## config.mk

```make
export PLATFORM = sky130hd
export DESIGN_NAME = service_arbiter
export DESIGN_NICKNAME = d
export VERILOG_FILES = /design/src/rtl/service_arbiter.sv
export SDC_FILE = /design/constraint.sdc
export NUM_CORES = 1
export LEC_CHECK = 0
export CAP_MARGIN = 25
export CORE_MARGIN = 2
export CORE_UTILIZATION = 62
export DETAILED_ROUTE_END_ITERATION = 6
export PLACE_DENSITY = 0.85
export SYNTH_ARGS = -nofsm -noshare
export SYNTH_HDL_FRONTEND = slang
export SYNTH_SLANG_ARGS = --single-unit
```

## constraint.sdc

```tcl
create_clock -name clk -period 6.7 [get_ports clk]
set_clock_uncertainty 0.15 [all_clocks]
set_input_delay 1.34 -clock clk [delete_from_list [all_inputs] [get_ports clk]]
set_output_delay 1.34 -clock clk [all_outputs]
set_load 0.005 [all_outputs]
```

## src/rtl/service_arbiter.sv

```systemverilog
// service_arbiter: owner of the shared UI resources (7-segment display,
// push buttons, service LEDs). It synchronises the service switches,
// debounces the buttons and grants the UI to one of four services at a time.
//
// Optional feature macro: ALARM_PREEMPT_EN
//   defined   : an alarm request takes the UI from any state.
//   undefined : an alarm request is taken only from IDLE or DONE. In ACTIVE
//               or CONFLICT it waits until the FSM next passes through one
//               of those states with the request still high.
//
// state    | meaning
// ---------+--------------------------------------------------------------
// IDLE     | no owner, waiting for exactly one service switch
// ACTIVE   | one service owns display, buttons and LEDs
// DONE     | owner reported finish; held until all switches are lowered
// CONFLICT | more than one switch on with no owner; nothing granted
// ALARM    | alarm forces service 4 to own the UI
module service_arbiter #(
  parameter int DEBOUNCE_CYCLES = 4,
  parameter int SYNC_STAGES     = 2
) (
  input  logic       clk,
  input  logic       resetn,
  input  logic [3:0] svc_sw,
  input  logic [4:0] push,
  input  logic [3:0] finish,
  input  logic       alarm_req,
  output logic [3:0] grant,
  output logic [4:0] push_evt,
  output logic [2:0] disp_sel,
  output logic [3:0] svc_led,
  output logic       conflict,
  output logic       alarm_active
);

  typedef enum logic [2:0] {
    S_IDLE,
    S_ACTIVE,
    S_DONE,
    S_CONFLICT,
    S_ALARM
  } state_t;

  localparam logic [7:0] DB_TC = 8'(DEBOUNCE_CYCLES);

  logic [SYNC_STAGES-1:0][3:0] sw_sync;
  logic [SYNC_STAGES-1:0][4:0] push_sync;
  logic [3:0]                  s_sw;
  logic [4:0]                  s_push;

  logic [4:0][7:0] db_cnt;
  logic [4:0]      db_lvl;
  logic [4:0]      db_prev;
  logic [4:0]      db_rise;

  state_t     state, state_nxt;
  logic [3:0] owner, owner_nxt;
  logic [3:0] grant_nxt;
  logic [2:0] disp_sel_nxt;
  logic       sw_multi;
  logic       sw_onehot;
  logic       alarm_take;

  assign s_sw      = sw_sync[SYNC_STAGES-1];
  assign s_push    = push_sync[SYNC_STAGES-1];
  assign sw_multi  = ($countones(s_sw) > 1);
  assign sw_onehot = $onehot(s_sw);
  assign db_rise   = db_lvl & ~db_prev;

`ifdef ALARM_PREEMPT_EN
  assign alarm_take = alarm_req;
`else
  // ALARM itself is listed so an ongoing alarm keeps the state while held.
  assign alarm_take = alarm_req &&
                      (state == S_IDLE || state == S_DONE || state == S_ALARM);
`endif

  // Metastability shift chains for the asynchronous switches and buttons.
  always_ff @(posedge clk or negedge resetn) begin
    if (!resetn) begin
      sw_sync   <= '0;
      push_sync <= '0;
    end else begin
      sw_sync   <= {sw_sync[SYNC_STAGES-2:0], svc_sw};
      push_sync <= {push_sync[SYNC_STAGES-2:0], push};
    end
  end

  // Per-button debounce: a new level must persist DEBOUNCE_CYCLES cycles.
  always_ff @(posedge clk or negedge resetn) begin
    if (!resetn) begin
      db_cnt  <= '0;
      db_lvl  <= '0;
      db_prev <= '0;
    end else begin
      for (int i = 0; i < 5; i++) begin
        if (s_push[i] == db_lvl[i]) begin
          db_cnt[i] <= '0;
        end else if (db_cnt[i] + 8'd1 == DB_TC) begin
          db_lvl[i] <= ~db_lvl[i];
          db_cnt[i] <= '0;
        end else begin
          db_cnt[i] <= db_cnt[i] + 8'd1;
        end
      end
      db_prev <= db_lvl;
    end
  end

  // State and owner registers.
  always_ff @(posedge clk or negedge resetn) begin
    if (!resetn) begin
      state <= S_IDLE;
      owner <= '0;
    end else begin
      state <= state_nxt;
      owner <= owner_nxt;
    end
  end

  // Next-state logic; alarm beats finish, finish beats switch changes.
  always_comb begin
    state_nxt = state;
    owner_nxt = owner;
    if (alarm_take) begin
      state_nxt = S_ALARM;
      owner_nxt = '0;
    end else begin
      case (state)
        S_IDLE: begin
          if (sw_onehot) begin
            state_nxt = S_ACTIVE;
            owner_nxt = s_sw;
          end else if (sw_multi) begin
            state_nxt = S_CONFLICT;
          end
        end
        S_ACTIVE: begin
          if ((finish & owner) != 4'b0000) begin
            state_nxt = S_DONE;
            owner_nxt = '0;
          end else if ((s_sw & owner) == 4'b0000) begin
            state_nxt = S_IDLE;
            owner_nxt = '0;
          end
        end
        S_DONE: begin
          if (s_sw == 4'b0000) state_nxt = S_IDLE;
        end
        S_CONFLICT: begin
          if (!sw_multi) state_nxt = S_IDLE;
        end
        S_ALARM: begin
          state_nxt = S_IDLE;
          owner_nxt = '0;
        end
        default: begin
          state_nxt = S_IDLE;
          owner_nxt = '0;
        end
      endcase
    end
  end

  // Output decode from the next state so outputs change on the same edge.
  always_comb begin
    grant_nxt    = 4'b0000;
    disp_sel_nxt = 3'd0;
    if (state_nxt == S_ACTIVE) begin
      grant_nxt = owner_nxt;
      case (owner_nxt)
        4'b1000: disp_sel_nxt = 3'd1;
        4'b0100: disp_sel_nxt = 3'd2;
        4'b0010: disp_sel_nxt = 3'd3;
        4'b0001: disp_sel_nxt = 3'd4;
        default: disp_sel_nxt = 3'd0;
      endcase
    end else if (state_nxt == S_ALARM) begin
      grant_nxt    = 4'b0001;
      disp_sel_nxt = 3'd4;
    end
  end

  // Registered outputs; button events only reach a granted service.
  always_ff @(posedge clk or negedge resetn) begin
    if (!resetn) begin
      grant        <= '0;
      push_evt     <= '0;
      disp_sel     <= '0;
      svc_led      <= '0;
      conflict     <= 1'b0;
      alarm_active <= 1'b0;
    end else begin
      grant        <= grant_nxt;
      svc_led      <= grant_nxt;
      disp_sel     <= disp_sel_nxt;
      push_evt     <= (grant_nxt != 4'b0000) ? db_rise : 5'b00000;
      conflict     <= sw_multi;
      alarm_active <= (state_nxt == S_ALARM);
    end
  end

endmodule

```

Word-level counts from Yosys, hierarchy flattened
Cells that the tools add are included.
{ "word_totals": {"elab_cells": 112, "ff_bits": 89} }
{ "classes": {"n_mux": 29, "bitwise_logic": 14, "n_addsub": 11, "n_lt_le_gt_ge": 1, "n_eq_ne": 21, "reduce_logical": 14} }
{ "op_table": {"columns": ["operator", "count"], "rows": [
  ["8-bit 2-to-1 mux", 10],
  ["8-bit by 1-bit adder with 8-bit output, second input constant", 5],
  ["8-bit by 3-bit equality test with 1-bit output, second input constant", 5],
  ["3-bit 2-to-1 mux", 9],
  ["3-bit one-hot mux with 4 select lines", 2],
  ["4-bit 2-to-1 mux", 5],
  ["4-bit one-hot mux with 3 select lines", 1],
  ["1-bit inverter", 10],
  ["2-bit AND reduction", 5],
  ["3-bit by 1-bit equality test with 1-bit output, second input constant", 3],
  ["1-bit by 1-bit adder with 2-bit output", 4],
  ["4-bit AND", 2],
  ["4-bit zero test", 2],
  ["4-bit nonzero test", 2],
  ["2-bit by 2-bit adder with 3-bit output", 2],
  ["3-bit by 2-bit equality test with 1-bit output, second input constant", 2],
  ["3-bit equality test, second input constant", 2],
  ["5-bit AND", 1],
  ["1-bit equality test", 5],
  ["5-bit 2-to-1 mux", 1],
  ["5-bit inverter", 1],
  ["4-bit by 1-bit equality test with 1-bit output, second input constant", 1],
  ["4-bit by 2-bit equality test with 1-bit output, second input constant", 1],
  ["4-bit by 3-bit equality test with 1-bit output, second input constant", 1],
  ["7 further kinds", 8]
]} }

Longest topological paths before layout
{ "depth": {"depth_word": 12, "mapped_depth": 13} }

Worst setup path before layout
No wires, ideal clock.
{ "synth_timing": {"path_type": "reg2reg", "start": "reg sw_sync, in the netlist s_sw[0]", "end": "reg disp_sel[0]", "setup_ps": 122, "stages_incl_launch_ff": 14, "period_less_slack_ps": 3137, "t_required_ps": 6428, "path_buffers": 1, "t_arrival_ps": 2866, "setup_slack_ps": 3563, "cell_sequence": "dfrtp_1 > inv_1 > fa_1 > inv_1 > ha_1 > inv_1 > ha_1 > or3b_4 > and2b_2 > buf_2 > a22o_1 > a21oi_2 > a21o_1 > a32o_1"} }
{ "synth_between": {"elab_chain_cells": 9, "elab_cells_between_ends": 29} }
{ "synth_lines": {"columns": ["element", "line_no", "source"], "rows": [
  ["start, declared", "46", "logic [SYNC_STAGES-1:0][3:0] sw_sync;"],
  ["start signal, assigned", "84", "sw_sync <= {sw_sync[SYNC_STAGES-2:0], svc_sw};"],
  ["1-bit by 1-bit adder with 2-bit output (implied by the code) / 4-bit AND (equally long branches)", "66, 67, 142", null],
  ["2-bit by 2-bit adder with 3-bit output (implied by the code) / 4-bit zero test (equally long branches)", "66, 67, 142", null],
  ["3-bit by 1-bit > comparator with 1-bit output, or another cell as far along", "66", "assign sw_multi = ($countones(s_sw) > 1);"],
  ["3-bit 2-to-1 mux, or another cell as far along", "134", "end else if (sw_multi) begin"],
  ["3-bit 2-to-1 mux / 4-bit one-hot mux with 3 select lines (equally long branches)", "131, 129", null],
  ["3-bit one-hot mux with 4 select lines / 4-bit 2-to-1 mux (equally long branches)", "129, 125", null],
  ["3-bit 2-to-1 mux, or another cell as far along", "125", "if (alarm_take) begin"],
  ["3-bit by 1-bit equality test with 1-bit output / 3-bit one-hot mux with 4 select lines (equally long branches)", "169, 171", null],
  ["3-bit 2-to-1 mux *", "169", "if (state_nxt == S_ACTIVE) begin"],
  ["via disp_sel_nxt[0]", "59", "logic [2:0] disp_sel_nxt;"],
  ["end signal, assigned", "196", "disp_sel <= disp_sel_nxt;"],
  ["end, declared", "30", "output logic [2:0] disp_sel,"]
]} }
Mark *: on every way through the listed nets, which the timed path passes. The rest lies on a longest branch.
A chain may end at the register's enable or synchronous reset.

Worst setup path in the final report
{ "layout_timing": {"start": "reg sw_sync, in the netlist s_sw[3]", "end": "reg disp_sel[1]"} }
{ "layout_between": {"elab_chain_cells": 9, "elab_cells_between_ends": 29} }
{ "layout_lines": {"columns": ["element", "line_no", "source"], "rows": [
  ["1-bit by 1-bit adder with 2-bit output (implied by the code) *", "66", null],
  ["2-bit by 2-bit adder with 3-bit output (implied by the code) *", "66", null],
  ["3-bit by 1-bit > comparator with 1-bit output *", "66", null],
  ["via sw_multi", "60", "logic sw_multi;"],
  ["3-bit 2-to-1 mux", "134", null],
  ["3-bit 2-to-1 mux", "131", "if (sw_onehot) begin"],
  ["3-bit one-hot mux with 4 select lines *", "129", "case (state)"],
  ["3-bit 2-to-1 mux *", "125", null],
  ["3-bit by 1-bit equality test with 1-bit output *", "169", null],
  ["3-bit 2-to-1 mux *", "169", null],
  ["via disp_sel_nxt[1]", "59", null]
]} }
Marked as above.

==> impl_metrics.toml <==
[outcome]
status = "finished clean"

[placed_design]
dp_hpwl_mm = 4.84
place.port_buffers = 33
gp_congestion = 0.894

[yosys]
synth_xor_xnor_area_share = 0.0866
syn-instance-count = 357
synth_cell_type_count = 57
synthMuxAreaShare = 0.0139
syn_area_per_cell_um2 = 11.3
ys_ff_latch = 89
syn_nets = 389
synth-simple-area-share = 0.181
synthAdderAreaFrac = 0.0514
async_flop_share = 1.00
synth_top_family_by_area = "simple AND/OR/NAND/NOR gates"
synth_warnings = 0
synth_area_mm2 = 0.00404
ys.flop_type = "dfrtp_1"
ys_seq_area_frac = 0.551
synth_enable_flop_cells = 0
synth-compound-area-share = 0.0965

[global_routing]
grt_pass1_vias = 2600
grt_pass1_wl_mm = 11.8
grt_use_total = 0.211
antenna_found_initial = 0
grt_start_max_net_pins = 77
overflow = 0

[timing]
fmax_ghz = 0.295
slew_violations = 0
fin_setup_tns_ns = 0
finalSetupViolCount = 0
hold_viol = 0
grt_setup_unrepaired = "false"
hold_slack_ns = 0.204
max_slew_margin = 0.542
period_share = 0.506
worstMarginPinSlew_ns = 0.683
fin_crit_ns = 3.39

[floorplanning]
num_rows = 29
die_w_um = 84.8
core_mm2 = 0.00631
die_y_um = 84.8
num_io_pins = 34
die_area_mm2 = 0.00718
start_util = 0.641

[routing]
via_count = 2657
drt.antenna.violating_nets = 0
drt_first_iter_violations = 143
first_pass_iters = 5
vias_per_cell = 5.58
drcViolationCount = 0
drt-total-wl_mm = 6.90
wl_per_cell_um = 14.5

[clocking]
cts.sinks = 89
h-tree-depth = 3
clkLatencyLatePin_ns = 0.36
clk_path_buf_depth = 2
cts_root_buffer = "clkbuf_8"
numCtsBuffers = 9
post_cts_buffers = 0
cts_resized = 0
cts_tree = "built"
clk_pin_slew_ns = 0.08
cts_hold_buf = 0

[setup_path]
slowest_stage = "fa_1"
endpoint_kind = "flop"
crit_path_cell_trace = "inv_1 > fa_1 > inv_1 > ha_1 > inv_1 > ha_1 > or3b_4 > a21boi_4 > o21a_1 > a221o_1 > nor3_1 > and3_1"
path_delay_family = "adder cells"
max_stage_delay_ns = 0.48
cp.arrival_ns = 3.54
required_ns = 6.85
path_common_cell = "inv_1"
critPathLaunchType = "flop"
critical_path.max_fanout = 7
crit_buf_inv = 3
path_class = "flop to flop"

[power_and_ir_drop]
leakagePower_nw = 2.08
p_per_area_mw_per_mm2 = 296
ir_drop_mv = 0.224

[finish]
drive_above_1_share = 0.0877
area_growth_pct = 15.5
num_antenna_cells = 0
fill_cells = 422
nNetsFinal = 427
final_common_cell = "dfrtp_1"
layout_common_cells = "dfrtp_1 (89), nor2_1 (44), clkdlybuf4s50_1 (32)"

[flow_run]
cap_viol_max_count = 0

[hold_path]
hp-class = "flop to flop"
-- synthesized netlist by cell type (all sizes together) (5+ instances only) --
cell type	number	share of area
dfrtp	89	0.55
nor2	45	0.042
xnor2	24	0.052
nand3	20	0.025
nand2	17	0.016
xor2	16	0.035
ha	15	0.046
inv	10	0.0093
nand2b	10	0.015
a21oi	8	0.011
nor2b	8	0.012
nor3b	8	0.016
o21ai	8	0.0099
and3	7	0.011
buf	7	0.011
nor3	7	0.011
mux2	5	0.014
o31ai	5	0.0093
-- per-layer routing --
metal,routed length [um],GRT usage,vias to the layer above
li1,-,-,1297
met1,3090,0.287,1275
met2,3240,0.314,68
met3,362,0.0570,17
met4,202,0.108,0
met5,0,0,-
-- final timing paths --
kind,startpoint,endpoint,slack (ns),cells past startpoint
max in group asynchronous,resetn,s_push[1],5.12,2
min reg2reg,push_sync[1],s_push[1],0.20,0
min in group asynchronous,resetn,db_cnt[3],0.68,1
max,s_sw[3],disp_sel[1],3.31,12
max reg2reg,s_sw[3],disp_sel[1],3.31,12
min,push_sync[1],s_push[1],0.20,0
-- logic make-up (layout without fill, tap and decap cells) --
group                      after synthesis  in the layout
muxes                                    5              5
adders and majority gates               16             16
and+or+nand+nor                        139            139
xor gates and xnor gates                40             40
DFF                                     89             89
AOI/OAI and AO/OA                       51             51
buffers and inverters                   17             59
-- flip-flops by register name (all words and copies together) (netlist names), 3 cells and up --
register	cells
s_sw	4
disp_sel	3
s_push	5
svc_led	4
push_sync	5
db_cnt	40
db_lvl	5
owner	4
state	3
db_prev	5
sw_sync	4
push_evt	5
-- per-stage QoR --
step / area (um^2) / std cells / worst slack [ns] / total power, mW / util
finish: 4670 / 476 / 3.31 / 1.38 / 0.740
global route: 4670 / 476 / 3.14 / 1.46 / 0.740
CTS: 4670 / 476 / 3.33 / 1.40 / 0.740
detailed placement: 4450 / 461 / 3.34 / 0.995 / 0.705
global placement: 4420 / 460 / 3.45 / 0.978 / 0.701
floorplan: 4040 / 357 / 3.56 / 0.888 / -
-- worst reg2reg max path: cells and delay by family, from the launching register on --
family | cells | cell delay [ns]
compound gates | 3 | 0.70
simple gates | 3 | 0.90
fa+ha+maj | 3 | 0.92
buf+inv | 3 | 0.20
flops | 1 | 0.47
-- area by class of cell --
class / count / area (um^2) / share of cell area
flip-flops and latches: 89 / 2230 / 0.477
multi-input cells: 251 / 1740 / 0.372
repair buffers: 34 / 355 / 0.0761
clock buffers: 10 / 138 / 0.0295
well taps: 77 / 96.3 / 0.0206
clock inverters: 5 / 80.1 / 0.0171
inverters: 10 / 37.5 / 0.00804
-- report_power, final --
group / switching, mW / internal, mW / leakage [nW]
clock network: 0.181 / 0.217 / 0.104
registers: 0.0732 / 0.617 / 1.17
logic: 0.153 / 0.142 / 0.806
(Power assumes the default switching activity.)
